--- src/rtl/rsa_pkg.sv ---
// Shared RSA definitions: state encoding, exponent width and the modmul latency,
// common to the encryption and decryption cores.
package rsa_pkg;

   localparam int RSA_WIDTH = 8;
   localparam int EXP_BITS  = 2 * RSA_WIDTH;

   localparam logic [1:0] ST_IDLE = 2'd0;
   localparam logic [1:0] ST_SQR  = 2'd1;
   localparam logic [1:0] ST_MUL  = 2'd2;
   localparam logic [1:0] ST_DONE = 2'd3;

   typedef enum logic [1:0] {
      IDLE = ST_IDLE,
      SQR  = ST_SQR,
      MUL  = ST_MUL,
      DONE = ST_DONE
   } state_t;

   // One load cycle for the product, then one reduction step per product bit.
   function automatic int mm_latency(input int w);
      return 4 * w + 1;
   endfunction

   localparam int MM_LAT = mm_latency(RSA_WIDTH);

endpackage

--- src/rtl/rsa_encrypt_ct_if.sv ---
// Request/response bundle between the message source and the RSA encryption core.
interface rsa_encrypt_ct_if
   import rsa_pkg::*;
#(parameter int WIDTH = RSA_WIDTH);

   logic                 start;
   logic [2*WIDTH-1:0]   m;
   logic [2*WIDTH-1:0]   e;
   logic [2*WIDTH-1:0]   n;
   logic [2*WIDTH-1:0]   c_encrypted;
   logic                 busy;
   logic                 finish;

   modport master (output start, m, e, n, input c_encrypted, busy, finish);
   modport slave  (input start, m, e, n, output c_encrypted, busy, finish);

endinterface

--- src/rtl/rsa_mod_mul.sv ---
// Fixed-latency r = a*b mod n: full product loaded on start, then bit-serial
// restoring reduction MSB first. Latency start->finish is 4*WIDTH+1; n=0 yields 0.
module rsa_mod_mul
   import rsa_pkg::*;
#(parameter int WIDTH = RSA_WIDTH)
(
   input  logic                 clk,
   input  logic                 rst_n,
   input  logic                 start,
   input  logic [2*WIDTH-1:0]   a,
   input  logic [2*WIDTH-1:0]   b,
   input  logic [2*WIDTH-1:0]   n,
   output logic [2*WIDTH-1:0]   r,
   output logic                 finish
);

   localparam int OW = 2 * WIDTH;
   localparam int PW = 4 * WIDTH;
   localparam int CW = $clog2(PW);

   logic [PW-1:0] prod;
   logic [OW-1:0] rem;
   logic [CW-1:0] cnt;
   logic          run;
   logic [OW:0]   shl, rem_nx;

   // rem < n always holds, so the shifted remainder fits in OW+1 bits.
   always_comb begin
      shl    = {rem, prod[PW-1]};
      rem_nx = (shl >= {1'b0, n}) ? shl - {1'b0, n} : shl;
   end

   always_ff @(posedge clk or negedge rst_n) begin
      if (!rst_n) begin
         prod   <= '0;
         rem    <= '0;
         cnt    <= '0;
         run    <= 1'b0;
         r      <= '0;
         finish <= 1'b0;
      end else begin
         finish <= 1'b0;
         if (start) begin
            prod <= PW'(a) * PW'(b);
            rem  <= '0;
            cnt  <= CW'(PW - 1);
            run  <= 1'b1;
         end else if (run) begin
            prod <= prod << 1;
            rem  <= rem_nx[OW-1:0];
            cnt  <= cnt - 1'b1;
            if (cnt == '0) begin
               run    <= 1'b0;
               finish <= 1'b1;
               r      <= (n == '0) ? '0 : rem_nx[OW-1:0];
            end
         end
      end
   end

endmodule

--- src/rtl/rsa_encrypt_ct.sv ---
// RSA encryption c = m^e mod n, left-to-right square-and-multiply.
// RSA_CONST_TIME_EN: all exponent bits processed with an always-run multiply; otherwise leading/zero bits are skipped.
module rsa_encrypt_ct
   import rsa_pkg::*;
#(parameter int WIDTH = RSA_WIDTH)
(
   input  logic            clk,
   input  logic            rst_n,
   rsa_encrypt_ct_if.slave bus
);

   localparam int EB = 2 * WIDTH;
   localparam int IW = $clog2(EB);

   state_t         state;
   logic [EB-1:0]  m_reg, e_reg, n_reg, acc, c_q;
   logic [IW-1:0]  idx;
   logic           mm_start, mm_finish, busy_q, fin_q;
   logic [EB-1:0]  mm_b, mm_r;
   logic           sel;

   assign sel  = e_reg[idx];
   assign mm_b = (state == MUL) ? m_reg : acc;

   assign bus.c_encrypted = c_q;
   assign bus.busy        = busy_q;
   assign bus.finish      = fin_q;

   rsa_mod_mul #(.WIDTH(WIDTH)) u_mm (
      .clk    (clk),
      .rst_n  (rst_n),
      .start  (mm_start),
      .a      (acc),
      .b      (mm_b),
      .n      (n_reg),
      .r      (mm_r),
      .finish (mm_finish)
   );

`ifndef RSA_CONST_TIME_EN
   logic [IW-1:0] lead_idx;

   always_comb begin
      lead_idx = '0;
      for (int k = 0; k < EB; k++)
         if (bus.e[k]) lead_idx = IW'(k);
   end
`endif

   always_ff @(posedge clk or negedge rst_n) begin
      if (!rst_n) begin
         state    <= IDLE;
         m_reg    <= '0;
         e_reg    <= '0;
         n_reg    <= '0;
         acc      <= '0;
         idx      <= '0;
         mm_start <= 1'b0;
         c_q      <= '0;
         busy_q   <= 1'b0;
         fin_q    <= 1'b0;
      end else begin
         mm_start <= 1'b0;
         fin_q    <= 1'b0;
         case (state)
            IDLE: if (bus.start) begin
               m_reg  <= bus.m;
               e_reg  <= bus.e;
               n_reg  <= bus.n;
               acc    <= EB'(1);
               busy_q <= 1'b1;
`ifdef RSA_CONST_TIME_EN
               idx      <= IW'(EB - 1);
               state    <= SQR;
               mm_start <= 1'b1;
`else
               if (bus.e == '0) begin
                  state <= DONE;
               end else begin
                  idx      <= lead_idx;
                  state    <= SQR;
                  mm_start <= 1'b1;
               end
`endif
            end
            SQR: if (mm_finish) begin
               acc <= mm_r;
`ifdef RSA_CONST_TIME_EN
               state    <= MUL;
               mm_start <= 1'b1;
`else
               if (sel) begin
                  state    <= MUL;
                  mm_start <= 1'b1;
               end else if (idx == '0) begin
                  state <= DONE;
               end else begin
                  idx      <= idx - 1'b1;
                  mm_start <= 1'b1;
               end
`endif
            end
            MUL: if (mm_finish) begin
               // Product is always computed; the exponent bit only picks which value survives.
               acc <= sel ? mm_r : acc;
               if (idx == '0) begin
`ifdef RSA_CONST_TIME_EN
                  c_q    <= (n_reg <= EB'(1)) ? '0 : (sel ? mm_r : acc);
                  fin_q  <= 1'b1;
                  busy_q <= 1'b0;
                  state  <= IDLE;
`else
                  state  <= DONE;
`endif
               end else begin
                  idx      <= idx - 1'b1;
                  state    <= SQR;
                  mm_start <= 1'b1;
               end
            end
            DONE: begin
               // n<=1 covers both the forced-zero modulus and e=0 with n=1.
               c_q    <= (n_reg <= EB'(1)) ? '0 : acc;
               fin_q  <= 1'b1;
               busy_q <= 1'b0;
               state  <= IDLE;
            end
            default: state <= IDLE;
         endcase
      end
   end

endmodule

--- src/flat_wrapper.sv ---
// flat-port wrapper written by rule: the top's interface ports become plain ports
module rsa_encrypt_ct_flat import rsa_pkg::*;
#(parameter int WIDTH = RSA_WIDTH)
  (clk, rst_n, bus_start, bus_m, bus_e, bus_n, bus_c_encrypted, bus_busy, bus_finish);
  rsa_encrypt_ct_if #(.WIDTH(WIDTH)) bus_i ();
  input  logic clk;
  input  logic rst_n;
  input wire logic [$bits(bus_i.start)-1:0] bus_start;
  input wire logic [$bits(bus_i.m)-1:0] bus_m;
  input wire logic [$bits(bus_i.e)-1:0] bus_e;
  input wire logic [$bits(bus_i.n)-1:0] bus_n;
  output wire logic [$bits(bus_i.c_encrypted)-1:0] bus_c_encrypted;
  output wire logic [$bits(bus_i.busy)-1:0] bus_busy;
  output wire logic [$bits(bus_i.finish)-1:0] bus_finish;
  assign bus_i.start = bus_start;
  assign bus_i.m = bus_m;
  assign bus_i.e = bus_e;
  assign bus_i.n = bus_n;
  assign bus_c_encrypted = bus_i.c_encrypted;
  assign bus_busy = bus_i.busy;
  assign bus_finish = bus_i.finish;
  rsa_encrypt_ct #(.WIDTH(WIDTH)) u_core (.clk(clk), .rst_n(rst_n), .bus(bus_i));
endmodule
--- config.mk ---
export PLATFORM = sky130hd
export DESIGN_NAME = rsa_encrypt_ct_flat
export DESIGN_NICKNAME = d
export VERILOG_FILES = /design/src/rtl/rsa_pkg.sv /design/src/rtl/rsa_encrypt_ct_if.sv /design/src/rtl/rsa_mod_mul.sv /design/src/rtl/rsa_encrypt_ct.sv /design/src/flat_wrapper.sv
export SDC_FILE = /design/constraint.sdc
export NUM_CORES = 1
export LEC_CHECK = 0
export BUFFER_PORTS_ARGS = -buffer_cell sky130_fd_sc_hd__buf_2
export CORE_MARGIN = 8
export CORE_UTILIZATION = 45
export CTS_CLUSTER_SIZE = 14
export DETAILED_ROUTE_END_ITERATION = 6
export GPL_ROUTABILITY_DRIVEN = 0
export PLACE_DENSITY = 0.66
export SKIP_CTS_REPAIR_TIMING = 1
export SLEW_MARGIN = 0
export SYNTH_ARGS = -nofsm -noshare
export SYNTH_HDL_FRONTEND = slang
export SYNTH_SLANG_ARGS = --single-unit
--- constraint.sdc ---
create_clock -name clk -period 7.17 [get_ports clk]
set_input_delay 0.3585 -clock clk [delete_from_list [all_inputs] [get_ports clk]]
set_output_delay 0.3585 -clock clk [all_outputs]
set_load 0.01 [all_outputs]
==> impl_metrics.env <==
export IMPL_rows=71
export IMPL_via_per_inst=5.47
export IMPL_setup_viol=0
export IMPL_crit_end="u_core.u_mm.prod[23]$_DFFE_PN0P_"
export IMPL_fin_skew_ns=0.0174
export IMPL_layout_drive_gt1_share_pct=11.8
export IMPL_antenna_found_initial=0
export IMPL_largest_reg_flops=32
export IMPL_grt_pass1_wl_um=73000
export IMPL_reg2regPathDepth=25
export IMPL_die_area_um2=44700
export IMPL_yosysWarnings=0
export IMPL_pwr_share_clk_pct=50.0
export IMPL_seqPwrFrac_pct=47.9
export IMPL_cts_path_max_buffers=2
export IMPL_yosysSeqAreaShare_pct=23.3
export IMPL_syn_instance_count=1876
export IMPL_largest_register="u_core.u_mm.prod"
export IMPL_clkTransAtPathRegs_ns=0.07
export IMPL_grt_total_usage_pct=20.3
export IMPL_irDropWorstVdd_mv=0.211
export IMPL_initial_core_util_pct=45.6
export IMPL_core_um2=37700
export IMPL_dpl_hpwl_um=33100
export IMPL_syn_num_nets=2249
export IMPL_worst_slew_pin_transition_ns=0.984
export IMPL_num_fill_cells=3575
export IMPL_p_per_area_nw_per_um2=101
export IMPL_areaGrowthSynthToFinish_pct=8.73
export IMPL_finalHoldWorstSlack_ns=-0.0223
export IMPL_rsz0062_at_grt="no"
export IMPL_root_buffer="clkbuf_16"
export IMPL_io_pins=69
export IMPL_drt_pass1_iterations=5
export IMPL_cts_tree="yes"
export IMPL_max_slew_margin_pct=34.4
export IMPL_clk_latency_ns=0.46
export IMPL_initialDrtViolationCount=983
export IMPL_num_vias=13216
export IMPL_grt_max_degree=97
export IMPL_p_sw_uw=462
export IMPL_p_comb_share_pct=2.1
export IMPL_die_x_um=211
export IMPL_synth_cell_types=72
export IMPL_cp_max_fo=17
export IMPL_cp_end_kind="flop"
export IMPL_drc=0
export IMPL_fin_util_pct=49.6
export IMPL_p_int_uw=1420
export IMPL_ff2ff_setup_slack_ns=0.33
export IMPL_crit_type="reg -> reg"
export IMPL_reg2reg_to="u_core.u_mm.prod[23]$_DFFE_PN0P_"
export IMPL_r2r_start="u_core.state[0]$_DFFE_PN0P_"
export IMPL_power_uw=1880
export IMPL_outcome="finished with violations"
export IMPL_fin_crit_ns=6.84
export IMPL_htree_levels=4
export IMPL_startpoint="u_core.state[0]$_DFFE_PN0P_"
export IMPL_io_buffers=68
export IMPL_cts_sinks=160
export IMPL_grt_pass1_vias=14084
export IMPL_synth_edf_count=0
export IMPL_max_cap_violations=0
export IMPL_final_nets=2265
export IMPL_synth_ff_type="dfrtp_1"
export IMPL_overflow=0
export IMPL_required_ns=7.46
export IMPL_hold_violations=6
export IMPL_worst_setup_path_start_kind="flop"
export IMPL_max_freq_ghz=0.146
export IMPL_avgSynthCellArea_um2=9.16
export IMPL_cts_made_buffers=17
export IMPL_cp_arrival_ns=7.13
export IMPL_p_sw_share_pct=24.5
export IMPL_p_leak_uw=0.00895
export IMPL_syn_area_um2=17200
export IMPL_async_flop_share_pct=100
export IMPL_violations="negative hold slack"
export IMPL_slew_viol_final=0
export IMPL_wl_um=43300
export IMPL_die_h_um=211
export IMPL_ys_seq_elements=160
export IMPL_finalCritPeriodShare_pct=95.4
export IMPL_tns_ns=0
export IMPL_detail_route_wl_per_cell_um=17.9
export IMPL_antenna_left=0
export IMPL_hold_class="in -> async"
export IMPL_num_antenna_cells=0
per-stage QoR:
stage          worst slack (ns)  instances  area (um2)
2_1_floorplan            0.0688       1876       17200
3_3_place_gp              0.269       2383       18000
3_5_place_dp              0.113       2383       18000
4_1_cts                  0.0725       2415       18600
5_1_grt                 0.00723       2416       18700
6_report                  0.328       2416       18700
cells in the final DEF (no fill, tap or decap), types with 19 or more instances in the layout:
cell type / instances
a211oi_1: 25
dfrtp_1: 158
nand2b_1: 24
o22ai_1: 22
a21oi_1: 51
nor2b_1: 54
and2_1: 71
o211ai_1: 33
mux2i_1: 26
o21ai_0: 75
nor2_1: 58
fa_1: 195
mux2_2: 61
buf_4: 35
buf_2: 67
nand2_1: 253
nor3_1: 19
inv_1: 292
ha_1: 125
critical path: stages (launching register included):
cell and delay (ns):
dfrtp_1 0.43, inv_2 0.09, ha_4 0.19, buf_12 0.16, inv_1 0.16, buf_4 0.24, o21ai_0 0.18, fa_1 0.57
inv_1 0.05, fa_1 0.50, inv_1 0.05, fa_1 0.47, inv_1 0.06, fa_1 0.56, fa_1 0.57, inv_1 0.06
fa_1 0.54, inv_1 0.04, ha_1 0.33, a21oi_1 0.24, nand2_1 0.09, a21oi_2 0.18, o211ai_1 0.23, a311oi_1 0.38
xor2_1 0.20, a21oi_1 0.09
Yosys cell counts (all sizes together) (54+ instances only):
cell,instances,area (um2)
inv,293,1100
mux2,62,698
clkbuf,93,349
nor2b,54,338
and2,71,444
o21ai,80,404
nor2,58,218
nand2,254,953
dfrtp,160,4000
fa,195,3900
ha,127,1590
a21oi,56,299
layout make-up:
cell class / count / area (um2) / share of cell area (%)
clock buffer: 18 / 439 / 2.35
clock inverter: 14 / 166 / 0.890
inverter: 293 / 1100 / 5.88
multi-input combinational: 1314 / 11700 / 62.5
sequential: 160 / 4010 / 21.4
tap: 511 / 639 / 3.42
timing repair buffer: 106 / 652 / 3.49
routing by layer:
layer  routed length (um)  GRT usage [%]
met1                18300           25.5
met5                    0              0
met2                21000           33.9
met4                 1590           8.58
met3                 2350           4.04
worst min-delay path by stage:
stage,depth (start not counted),to,slack [ns]
after floorplan,0,u_core.acc[0]$_DFFE_PN0P_,0.06
after CTS,1,u_core.e_reg[0]$_DFFE_PN0P_,0.02
after global placement,2,u_core.e_reg[11]$_DFFE_PN0P_,0.46
after global routing,1,u_core.e_reg[1]$_DFFE_PN0P_,0.05
after detailed placement,2,u_core.e_reg[5]$_DFFE_PN0P_,0.47
final,1,u_core.e_reg[0]$_DFFE_PN0P_,-0.02
kinds of logic (layout without fill, tap and decap cells):
kind of cell | count (synthesis) | after routing | synth area share, %
compound gates | 336 | 336 | 13.2
buf+inv | 402 | 431 | 8.92
mux | 93 | 93 | 6.23
fa+ha+maj | 322 | 322 | 31.9
xor+xnor | 34 | 34 | 1.73
flops | 160 | 160 | 23.3
simple gates | 529 | 529 | 14.7
power by group through the flow:
stage	Clock, uW	Sequential [uW]	Combinational, uW
after floorplan	0	920	3.90
after global placement	0	919	40.4
after detailed placement	0	919	41.3
after CTS	969	902	41.3
after global routing	996	902	45.4
final	942	902	39.4
(Power assumes the default switching activity.)
